==> config.mk <==
export PLATFORM = sky130hd
export DESIGN_NAME = pipelined_rca
export DESIGN_NICKNAME = d
export VERILOG_FILES = /design/src/rtl/pipelined_rca_pkg.sv /design/src/rtl/rca_chunk.sv /design/src/rtl/pipelined_rca.sv
export SDC_FILE = /design/constraint.sdc
export NUM_CORES = 1
export LEC_CHECK = 0
export ABC_AREA = 0
export CAP_MARGIN = 30
export CORE_MARGIN = 10
export CORE_UTILIZATION = 28
export DETAILED_ROUTE_END_ITERATION = 16
export GPL_TIMING_DRIVEN = 0
export PLACE_DENSITY = 0.58
export SLEW_MARGIN = 5
export SYNTH_ARGS = -nofsm -noshare
export SYNTH_HDL_FRONTEND = slang
export SYNTH_SLANG_ARGS = --single-unit
==> constraint.sdc <==
create_clock -name clk -period 7.2 [get_ports clk]
set_clock_uncertainty 0.1 [all_clocks]
set_input_delay 1.44 -clock clk [delete_from_list [all_inputs] [get_ports clk]]
set_output_delay 1.44 -clock clk [all_outputs]
set_load 0.005 [all_outputs]
==> src/rtl/pipelined_rca_pkg.sv <==
// rtl/pipelined_rca_pkg.sv - shared types and helpers for the pipelined ripple-carry adder
package pipelined_rca_pkg;

    typedef struct packed {
        logic cout;
        logic ovf;
        logic zero;
    } rca_flags_t;

    function automatic int chunk_width(input int width, input int stages);
        return width / stages;
    endfunction

    function automatic bit params_legal(input int width, input int stages);
        return (stages >= 1) && (stages <= width) && ((width % stages) == 0);
    endfunction

    // Returns {carry_out, sum} of a single full-adder cell.
    function automatic logic [1:0] full_add(input logic x, input logic y, input logic ci);
        return {(x & y) | (ci & (x ^ y)), x ^ y ^ ci};
    endfunction

endpackage

==> src/rtl/rca_chunk.sv <==
// rtl/rca_chunk.sv - combinational CHUNK-bit ripple adder built from full-adder cells
module rca_chunk
    import pipelined_rca_pkg::*;
#(
    parameter int CHUNK = 8
) (
    input  logic [CHUNK-1:0] a_i,
    input  logic [CHUNK-1:0] b_i,
    input  logic             c_i,
    output logic [CHUNK-1:0] sum_o,
    output logic             cout_o,
    output logic             cmsb_o
);

    always_comb begin
        logic       carry;
        logic [1:0] fa;
        carry  = c_i;
        fa     = '0;
        sum_o  = '0;
        cmsb_o = c_i;
        for (int i = 0; i < CHUNK; i++) begin
            cmsb_o   = carry;
            fa       = full_add(a_i[i], b_i[i], carry);
            sum_o[i] = fa[0];
            carry    = fa[1];
        end
        cout_o = carry;
    end

endmodule

==> src/rtl/pipelined_rca.sv <==
// rtl/pipelined_rca.sv - STAGES-deep pipelined add/subtract unit with valid/ready on both sides
module pipelined_rca
    import pipelined_rca_pkg::*;
#(
    parameter int WIDTH  = 32,
    parameter int STAGES = 4
) (
    input  logic             clk,
    input  logic             rst_n,
    input  logic             in_valid,
    output logic             in_ready,
    input  logic [WIDTH-1:0] a,
    input  logic [WIDTH-1:0] b,
    input  logic             cin,
    input  logic             op_sub,
    output logic             out_valid,
    input  logic             out_ready,
    output logic [WIDTH-1:0] sum,
    output logic             cout,
    output logic             ovf,
    output logic             zero
);

    localparam int CHUNK = chunk_width(WIDTH, STAGES);

    if (!params_legal(WIDTH, STAGES)) begin : g_param_check
        $error("pipelined_rca: STAGES must be in 1..WIDTH and divide WIDTH");
    end

    logic [STAGES-1:0] valid_q, valid_d;
    logic [STAGES-1:0] free, load, adv;
    logic [STAGES-1:0] carry_q;
    logic [WIDTH-1:0]  sum_q [STAGES];
    logic [WIDTH-1:0]  sum_d [STAGES];
    logic [WIDTH-1:0]  a_q   [STAGES];
    logic [WIDTH-1:0]  a_d   [STAGES];
    logic [WIDTH-1:0]  b_q   [STAGES];
    logic [WIDTH-1:0]  b_d   [STAGES];
    logic [CHUNK-1:0]  op_a  [STAGES];
    logic [CHUNK-1:0]  op_b  [STAGES];
    logic [CHUNK-1:0]  chunk_sum [STAGES];
    logic [STAGES-1:0] chunk_cin, chunk_cout, chunk_cmsb;
    logic [WIDTH-1:0]  b_eff;
    rca_flags_t        flags_q, flags_d;

    assign b_eff = b ^ {WIDTH{op_sub}};

    for (genvar k = 0; k < STAGES; k++) begin : g_stage
        localparam int LO = k * CHUNK;
        localparam int HI = LO + CHUNK;

        // A stage can take a new beat unless it and every stage after it are full and the output is stalled.
        assign free[k]    = out_ready | ~(&valid_q[STAGES-1:k]);
        assign valid_d[k] = load[k] | (valid_q[k] & ~adv[k]);

        if (k == STAGES - 1) begin : g_last_adv
            assign adv[k] = valid_q[k] & out_ready;
        end else begin : g_mid_adv
            assign adv[k] = valid_q[k] & free[k+1];
        end

        if (k == 0) begin : g_first
            assign load[k]      = in_valid & free[k];
            assign op_a[k]      = a[CHUNK-1:0];
            assign op_b[k]      = b_eff[CHUNK-1:0];
            assign chunk_cin[k] = cin;
            assign a_d[k]       = a;
            assign b_d[k]       = b_eff;
        end else begin : g_next
            assign load[k]      = valid_q[k-1] & free[k];
            assign op_a[k]      = a_q[k-1][LO +: CHUNK];
            assign op_b[k]      = b_q[k-1][LO +: CHUNK];
            assign chunk_cin[k] = carry_q[k-1];
            assign a_d[k]       = a_q[k-1];
            assign b_d[k]       = b_q[k-1];
        end

        if (k == 0 && STAGES == 1) begin : g_sum_only
            assign sum_d[k] = chunk_sum[k];
        end else if (k == 0) begin : g_sum_first
            assign sum_d[k] = {{(WIDTH-CHUNK){1'b0}}, chunk_sum[k]};
        end else if (k == STAGES - 1) begin : g_sum_last
            assign sum_d[k] = {chunk_sum[k], sum_q[k-1][LO-1:0]};
        end else begin : g_sum_mid
            assign sum_d[k] = {sum_q[k-1][WIDTH-1:HI], chunk_sum[k], sum_q[k-1][LO-1:0]};
        end

        rca_chunk #(.CHUNK(CHUNK)) u_chunk (
            .a_i    (op_a[k]),
            .b_i    (op_b[k]),
            .c_i    (chunk_cin[k]),
            .sum_o  (chunk_sum[k]),
            .cout_o (chunk_cout[k]),
            .cmsb_o (chunk_cmsb[k])
        );
    end

    always_comb begin
        flags_d      = '0;
        flags_d.cout = chunk_cout[STAGES-1];
        flags_d.ovf  = chunk_cmsb[STAGES-1] ^ chunk_cout[STAGES-1];
        flags_d.zero = (sum_d[STAGES-1] == '0);
    end

    always_ff @(posedge clk or negedge rst_n) begin
        if (!rst_n) begin
            valid_q <= '0;
            carry_q <= '0;
            flags_q <= '0;
            for (int k = 0; k < STAGES; k++) begin
                sum_q[k] <= '0;
                a_q[k]   <= '0;
                b_q[k]   <= '0;
            end
        end else begin
            valid_q <= valid_d;
            for (int k = 0; k < STAGES; k++) begin
                if (load[k]) begin
                    sum_q[k]   <= sum_d[k];
                    a_q[k]     <= a_d[k];
                    b_q[k]     <= b_d[k];
                    carry_q[k] <= chunk_cout[k];
                end
            end
            if (load[STAGES-1]) begin
                flags_q <= flags_d;
            end
        end
    end

    assign in_ready  = free[0];
    assign out_valid = valid_q[STAGES-1];
    assign sum       = sum_q[STAGES-1];
    assign cout      = flags_q.cout;
    assign ovf       = flags_q.ovf;
    assign zero      = flags_q.zero;

endmodule

Word-level counts from Yosys, hierarchy flattened
Index checks and enable logic that the tools add are counted.
Storage, ports and cells
  word-level logic and storage cells: 208
  flip-flop bits (word level): 282
Operators by class
  bitwise logic cells: 187
  reductions and logical operators: 4
Operators with widths (number)
  1-bit bitwise AND: 73
  1-bit XOR: 65
  1-bit bitwise OR: 40
  32-bit zero test: 1
  32-bit XOR: 1
  1-bit NOT: 8
  4-bit AND reduction: 1
  3-bit AND reduction: 1
  2-bit AND reduction: 1

Longest topological paths before layout
Gate-level depths: netlist of run 1.
  word-level depth: 18
  depth in mapped cells: 14
  depth with buffers taken out: 14

By module
From an unflattened synthesis of run 1, not the netlist that was laid out.
Second synthesis, totals
  cells, all modules: 519
  area, all modules: 8066.5 um^2
Modules (own cells, without submodules)
  pipelined_rca: instances 1, cells each 447, area each 7275.7 um^2, sequential area each 4654.5 um^2
  rca_chunk: instances 4, cells each 18, area each 197.7 um^2, sequential area each 0.0 um^2

Worst setup path after synthesis of run 1
No wires, ideal clock.
  kind: input to register
  start point: in op_sub
  end point: reg sum_q, in the netlist sum_d[71]
  data arrival time: 5.441 ns
  stages: 14
  setup time: 0.127 ns
  buffers on the path: 2
  slack: 1.531 ns
  cell sequence: buf_2 buf_2 xor2_1 fa_1 inv_1 fa_1 fa_1 fa_1 fa_1 fa_1 fa_1 inv_1 fa_1 mux2_1
RTL lines
  start, declared: RTL line pipelined_rca.sv:15  | input logic op_sub,
  end signal, assigned by index: RTL line pipelined_rca.sv:119  | sum_q[k] <= sum_d[k];
  end, declared: RTL line pipelined_rca.sv:33  | logic [WIDTH-1:0] sum_q [STAGES];

==> flow_metrics.py, run 1 <==
metrics = {
    "synth": {
        "avgSynthCellArea_um2": 15.34,
        "async_flop_share_pct": 100.0,
        "synth_top_area_cell": "dfrtp_1",
        "syn_nets": 628,
        "synth_common_cells": "dfrtp_1, mux2_2, inv_1, fa_1, xor2_1",
        "synth-seq-cells": 186,
        "synth_edf_count": 0,
        "syn-instance-count": 526,
        "synthTopCellsByArea": "dfrtp_1, mux2_2, fa_1",
        "ys_warn_count": 0,
        "netlist.area_leader.share_pct": 57.67,
        "synth_area_um2": 8070,
        "netlist-cell-type-count": 26,
        "synth_most_common_cell": "dfrtp_1",
        "yosys_most_used_dff": "dfrtp_1",
        "yosysSeqAreaShare_pct": 57.67,
    },
    "worst_setup_path": {
        "worstSetupPathType": "primary input to flop",
        "reg2reg_setup_slack_ps": 2990,
        "cp-end-kind": "flop",
        "cp_max_fo": 10,
        "worstPathRequired_ps": 7410,
        "r2r-start": "a_d[24]",
        "ff2ff_path_depth": 14,
        "cp-start-kind": "primary input",
        "critPathArrivalTime_ps": 5740,
        "reg2reg_to": "zero",
    },
    "cells_and_area": {
        "final_nets": 754,
        "design_area_um2": 10300,
        "n_fill_cell": 2837,
        "multi_input_area_um2": 3104,
        "drive_gt1_share_pct": 30.38,
        "area_delta_synth_final_pct": 27.64,
        "seq_area_um2": 4654,
    },
    "power": {
        "leakagePower_uw": 0.004369,
        "ir_worst_vdd_mv": 0.1952,
        "power.density_nw_per_um2": 372.8,
        "p_sw_share_pct": 29.06,
        "p_sw_uw": 1116,
        "p_clk_share_pct": 26.3,
        "pwr-share-comb_pct": 30.1,
        "internal_power_uw": 2724,
        "power_uw": 3840,
        "sequentialPowerShare_pct": 43.6,
    },
    "cts": {
        "clk_latency_ps": 430,
        "path_clk_slew_ps": 70,
        "cts_buffers": 17,
        "htreeDepth": 4,
        "clock-sinks": 186,
        "cts_tree": "yes",
        "cts-resized-gates": 0,
        "clockBufferDepth": 2,
        "root_buffer": "clkbuf_16",
        "postCtsSetupBuffers": 0,
        "hold_buffers": 0,
    },
    "routing": {
        "wirelength_mm": 18.22,
        "drt_first_pass_iters": 4,
        "drc": 0,
        "vias": 4358,
        "via_per_inst": 4.150,
        "drt_iter0_markers": 255,
        "wire_per_inst_um": 17.35,
        "antenna_left": 0,
    },
    "min_path": {
        "worst_hold_path.endpoint": "valid_q[1]",
        "hold_path_class": "flop to flop",
        "hold_depth": 2,
        "min_from": "valid_q[0]",
    },
    "sta": {
        "layout_setup_ws_ps": 1671,
        "hold_viol": 0,
        "finalSetupViolCount": 0,
        "drv_slew": 0,
        "rsz0062_at_grt": "false",
        "finalSetupTns_ps": 0,
        "min_period_ps": 5529,
        "max_freq_ghz": 0.1809,
        "worst_slew_margin_rel_pct": 38.20,
        "worst_slew_pin_slew_ps": 927.0,
        "post-route-period-util_pct": 76.79,
    },
    "place": {
        "io_buffer_count": 105,
        "hpwl_mm": 13.41,
        "place_area_um2": 9662,
        "pre_cts_ws_ps": 1170,
        "gp_congestion": 0.7327,
    },
    "global_route": {
        "grt_max_degree": 66,
        "grt_pass1_wl_mm": 28.52,
        "antenna_found_initial": 0,
        "gr-usage-all-layers_pct": 10.51,
        "grt_pass1_vias": 4849,
        "grt_overflow": 0,
    },
    "die": {
        "die_h_um": 189.8,
        "ioPinCount": 107,
        "die_x_um": 189.8,
        "start_util_pct": 28.27,
        "rows": 62,
        "core-area_um2": 28550,
        "dieArea_um2": 36010,
    },
    "outcome": {
        "status": "finished clean",
    },
    "flow_run": {
        "maxCapViolations": 0,
    },
}
[flip-flops by register name, indices dropped and copies added, names as in the netlist]
register and count:
a_d 48, b_d 48, carry_q 3, cout 1, ovf 1, sum 32, sum_d 48, valid_q 4
zero 1
[worst max-delay path by stage]
stage	from	to	slack [ps]	cells past startpoint
6_report	op_sub	sum_d[71]	1670	14
5_1_grt	op_sub	sum_d[71]	1530	14
4_1_cts	op_sub	sum_d[71]	1630	14
3_5_place_dp	op_sub	sum_d[71]	1170	14
3_3_place_gp	rst_n	sum_d[70]	-3490	1
2_1_floorplan	op_sub	sum_d[71]	1530	14
[kinds of logic after synthesis]
family | share of synthesized area, %
flip-flops | 57.67
XOR/XNOR | 3.581
AND/OR/NAND/NOR | 1.643
adder cells (fa/ha/maj) | 7.938
multiplexers | 24.26
buffers and inverters | 3.860
AO/OA/AOI/OAI | 1.039
[cell type report]
class	count	share of cell area (%)
tap	384	4.664
sequential	186	45.18
clock buffer	18	4.166
multi-input combinational	276	30.13
antenna	1	0.02429
buffer	23	1.530
inverter	41	1.494
timing repair buffer	107	10.79
clock inverter	14	2.016
[placed cells by master, fill, tap and decap left out, types with 3 or more instances in the layout]
| cell | netlist | final |
|---|---|---|
| mux2_2 | 143 | 143 |
| xnor2_1 | 8 | 8 |
| nor4_1 | 7 | 7 |
| dfrtp_1 | 186 | 186 |
| clkdlybuf4s50_1 | 0 | 104 |
| bufinv_16 | 0 | 4 |
| mux2i_1 | 10 | 10 |
| inv_6 | 0 | 5 |
| mux2_1 | 22 | 22 |
| buf_2 | 12 | 12 |
| clkbuf_16 | 0 | 17 |
| nand2b_1 | 3 | 3 |
| nand2_1 | 3 | 3 |
| buf_4 | 5 | 5 |
| fa_1 | 32 | 32 |
| inv_1 | 41 | 41 |
| buf_6 | 5 | 5 |
| o21ai_0 | 9 | 9 |
| xor2_1 | 25 | 25 |
[per-layer routing]
metal	up-vias	global-route usage, %	share of wire (%)
li1	2023	-	-
met1	2237	14.21	48
met2	87	15.80	46
met3	11	3.607	5.4
met4	0	2.656	0.76
met5	-	0	0
[stage by stage]
step	instances	utilization, %	hold slack, ps
2_1_floorplan	526	-	359.5
3_3_place_gp	1015	33.63	365.6
3_5_place_dp	1017	33.84	376.8
4_1_cts	1049	36.08	385.8
5_1_grt	1049	36.08	406.3
6_report	1050	36.08	384.9
[power by group through the flow]
stage	Clock, uW	Combinational [uW]	Sequential (uW)
finish	1010	1160	1670
global route	1090	1310	1730
CTS	1040	1200	1680
detailed placement	0	1190	1700
global placement	0	1170	1690
floorplan	0	689	1630
[critical path, stage by stage]
cell and delay [ps]:
buf_2 170, buf_2 310, xor2_1 210, fa_1 190, inv_1 50, fa_1 420, fa_1 430, fa_1 430
fa_1 450, fa_1 430, fa_1 400, inv_1 90, fa_1 430, mux2_1 290
Note: power is estimated with default switching activity, not from simulation.
==> run 2, diff against run 1 <==
Clock period 7.2 ns to 5.1 ns, I/O delays scaled along.
==> flow_metrics.py, run 2 (synthesis gave the netlist of run 1 again) <==
metrics = {
    "sta": {
        "max_freq_ghz": 0.2024,
        "worst_slew_pin_slew_ps": 939.2,
        "drv_slew": 0,
        "min_period_ps": 4940,
        "hold_viol": 0,
        "post-route-period-util_pct": 96.87,
        "finalSetupViolCount": 0,
        "rsz0062_at_grt": "false",
        "worst_slew_margin_rel_pct": 37.39,
        "layout_setup_ws_ps": 159.7,
    },
    "routing": {
        "wirelength_mm": 18.32,
        "via_per_inst": 4.198,
        "wire_per_inst_um": 17.48,
        "antenna_left": 0,
        "drt_iter0_markers": 153,
        "drt_first_pass_iters": 4,
        "vias": 4399,
        "drc": 0,
    },
    "power": {
        "power.density_nw_per_um2": 525.2,
        "power_uw": 5388,
        "ir_worst_vdd_mv": 0.2666,
        "leakagePower_uw": 0.004350,
    },
    "global_route": {
        "grt_pass1_vias": 4816,
        "grt_pass1_wl_mm": 28.61,
        "grt_overflow": 0,
        "gr-usage-all-layers_pct": 10.56,
        "grt_max_degree": 105,
        "antenna_found_initial": 1,
    },
    "cts": {
        "cts_buffers": 17,
        "clk_latency_ps": 430,
        "htreeDepth": 4,
        "clock-sinks": 186,
        "postCtsSetupBuffers": 0,
        "clockBufferDepth": 2,
        "cts-resized-gates": 0,
        "root_buffer": "clkbuf_16",
        "cts_tree": "yes",
        "path_clk_slew_ps": 70,
        "hold_buffers": 0,
    },
    "cells_and_area": {
        "final_nets": 753,
        "fin_util_pct": 35.94,
        "area_delta_synth_final_pct": 27.13,
        "final_cell_mix": "dfrtp_1, mux2_2, clkdlybuf4s50_1",
        "mostFrequentLayoutCell": "dfrtp_1",
        "drive_gt1_share_pct": 30.72,
        "n_antenna_cell": 0,
    },
    "die": {
        "die_x_um": 189.8,
        "die_h_um": 189.8,
        "core-area_um2": 28550,
        "start_util_pct": 28.27,
        "rows": 62,
        "ioPinCount": 107,
        "dieArea_um2": 36010,
    },
    "min_path": {
        "hold_path_class": "flop to flop",
        "min_from": "valid_q[0]",
    },
    "worst_setup_path": {
        "cp-end-kind": "flop",
        "startpoint": "b[0]",
        "cp_max_fo": 1,
        "critPathArrivalTime_ps": 5150,
        "worstSetupPathType": "primary input to flop",
        "cp-start-kind": "primary input",
        "r2r-start": "a_d[24]",
        "worstPathRequired_ps": 5310,
        "reg2reg_setup_slack_ps": 930,
    },
    "place": {
        "io_buffer_count": 105,
        "hpwl_mm": 13.32,
        "pre_cts_ws_ps": -338.7,
        "gp_congestion": 0.7444,
    },
    "outcome": {
        "status": "finished clean",
    },
    "flow_run": {
        "maxCapViolations": 0,
    },
}
[run 2: final cells by class]
cell class,count,area [um2]
plain buffers,23,163.9
clock buffers,18,439.2
clock inverters,14,175.2
fillers,2851,18290
inverters,41,153.9
multi-input cells,276,3109
flip-flops and latches,186,4654
well taps,384,480.5
repair buffers,106,1084
[run 2: path summary, 6_finish.rpt]
check | end | depth (start not counted)
min in group asynchronous | sum[25] | 1
worst max-delay path | sum_d[71] | 13
worst min register to register | valid_q[1] | 2
worst max register to register | zero | 14
worst min-delay path | valid_q[1] | 2
max in group asynchronous | a_d[51] | 2
[run 2: report_power, final]
group | switching, uW | total, uW | internal (uW)
Clock | 627 | 1390 | 760
Sequential | 336 | 2360 | 2030
Combinational | 651 | 1640 | 988
Total | 1610 | 5390 | 3770
[run 2: metrics by stage]
| step | instances | area [um2] | hold WS [ps] | setup TNS (ps) |
|---|---|---|---|---|
| 4_1_cts | 1048 | 10260 | 390.8 | 0 |
| 3_3_place_gp | 1015 | 9613 | 364.9 | -954460 |
| 2_1_floorplan | 526 | 8082 | 359.5 | 0 |
| 5_1_grt | 1048 | 10260 | 402.4 | 0 |
| 6_report | 1048 | 10260 | 389.3 | 0 |
| 3_5_place_dp | 1016 | 9646 | 376.0 | -338.7 |
[run 2: critical path, stage by stage]
cell             delay, ps
clkdlybuf4s50_1        470
xor2_1                 160
fa_1                   190
inv_1                   50
fa_1                   420
fa_2                   380
fa_1                   430
fa_1                   440
fa_2                   380
fa_1                   400
inv_1                   80
fa_1                   440
mux2_1                 290
[run 2: per-layer routing]
metal  GRT usage (%)  part of all wire (%)
met1           13.96                    48
met2           15.95                    46
met3           3.900                   5.3
met4           2.839                  0.94
met5               0                 0.049
==> run 3, diff against run 2 <==
Settings changed: CAP_MARGIN 30 to not set, GPL_ROUTABILITY_DRIVEN set to 0.
==> results of run 3 <==
Same layout as run 2: the final DEF is identical, and so are final timing and power.
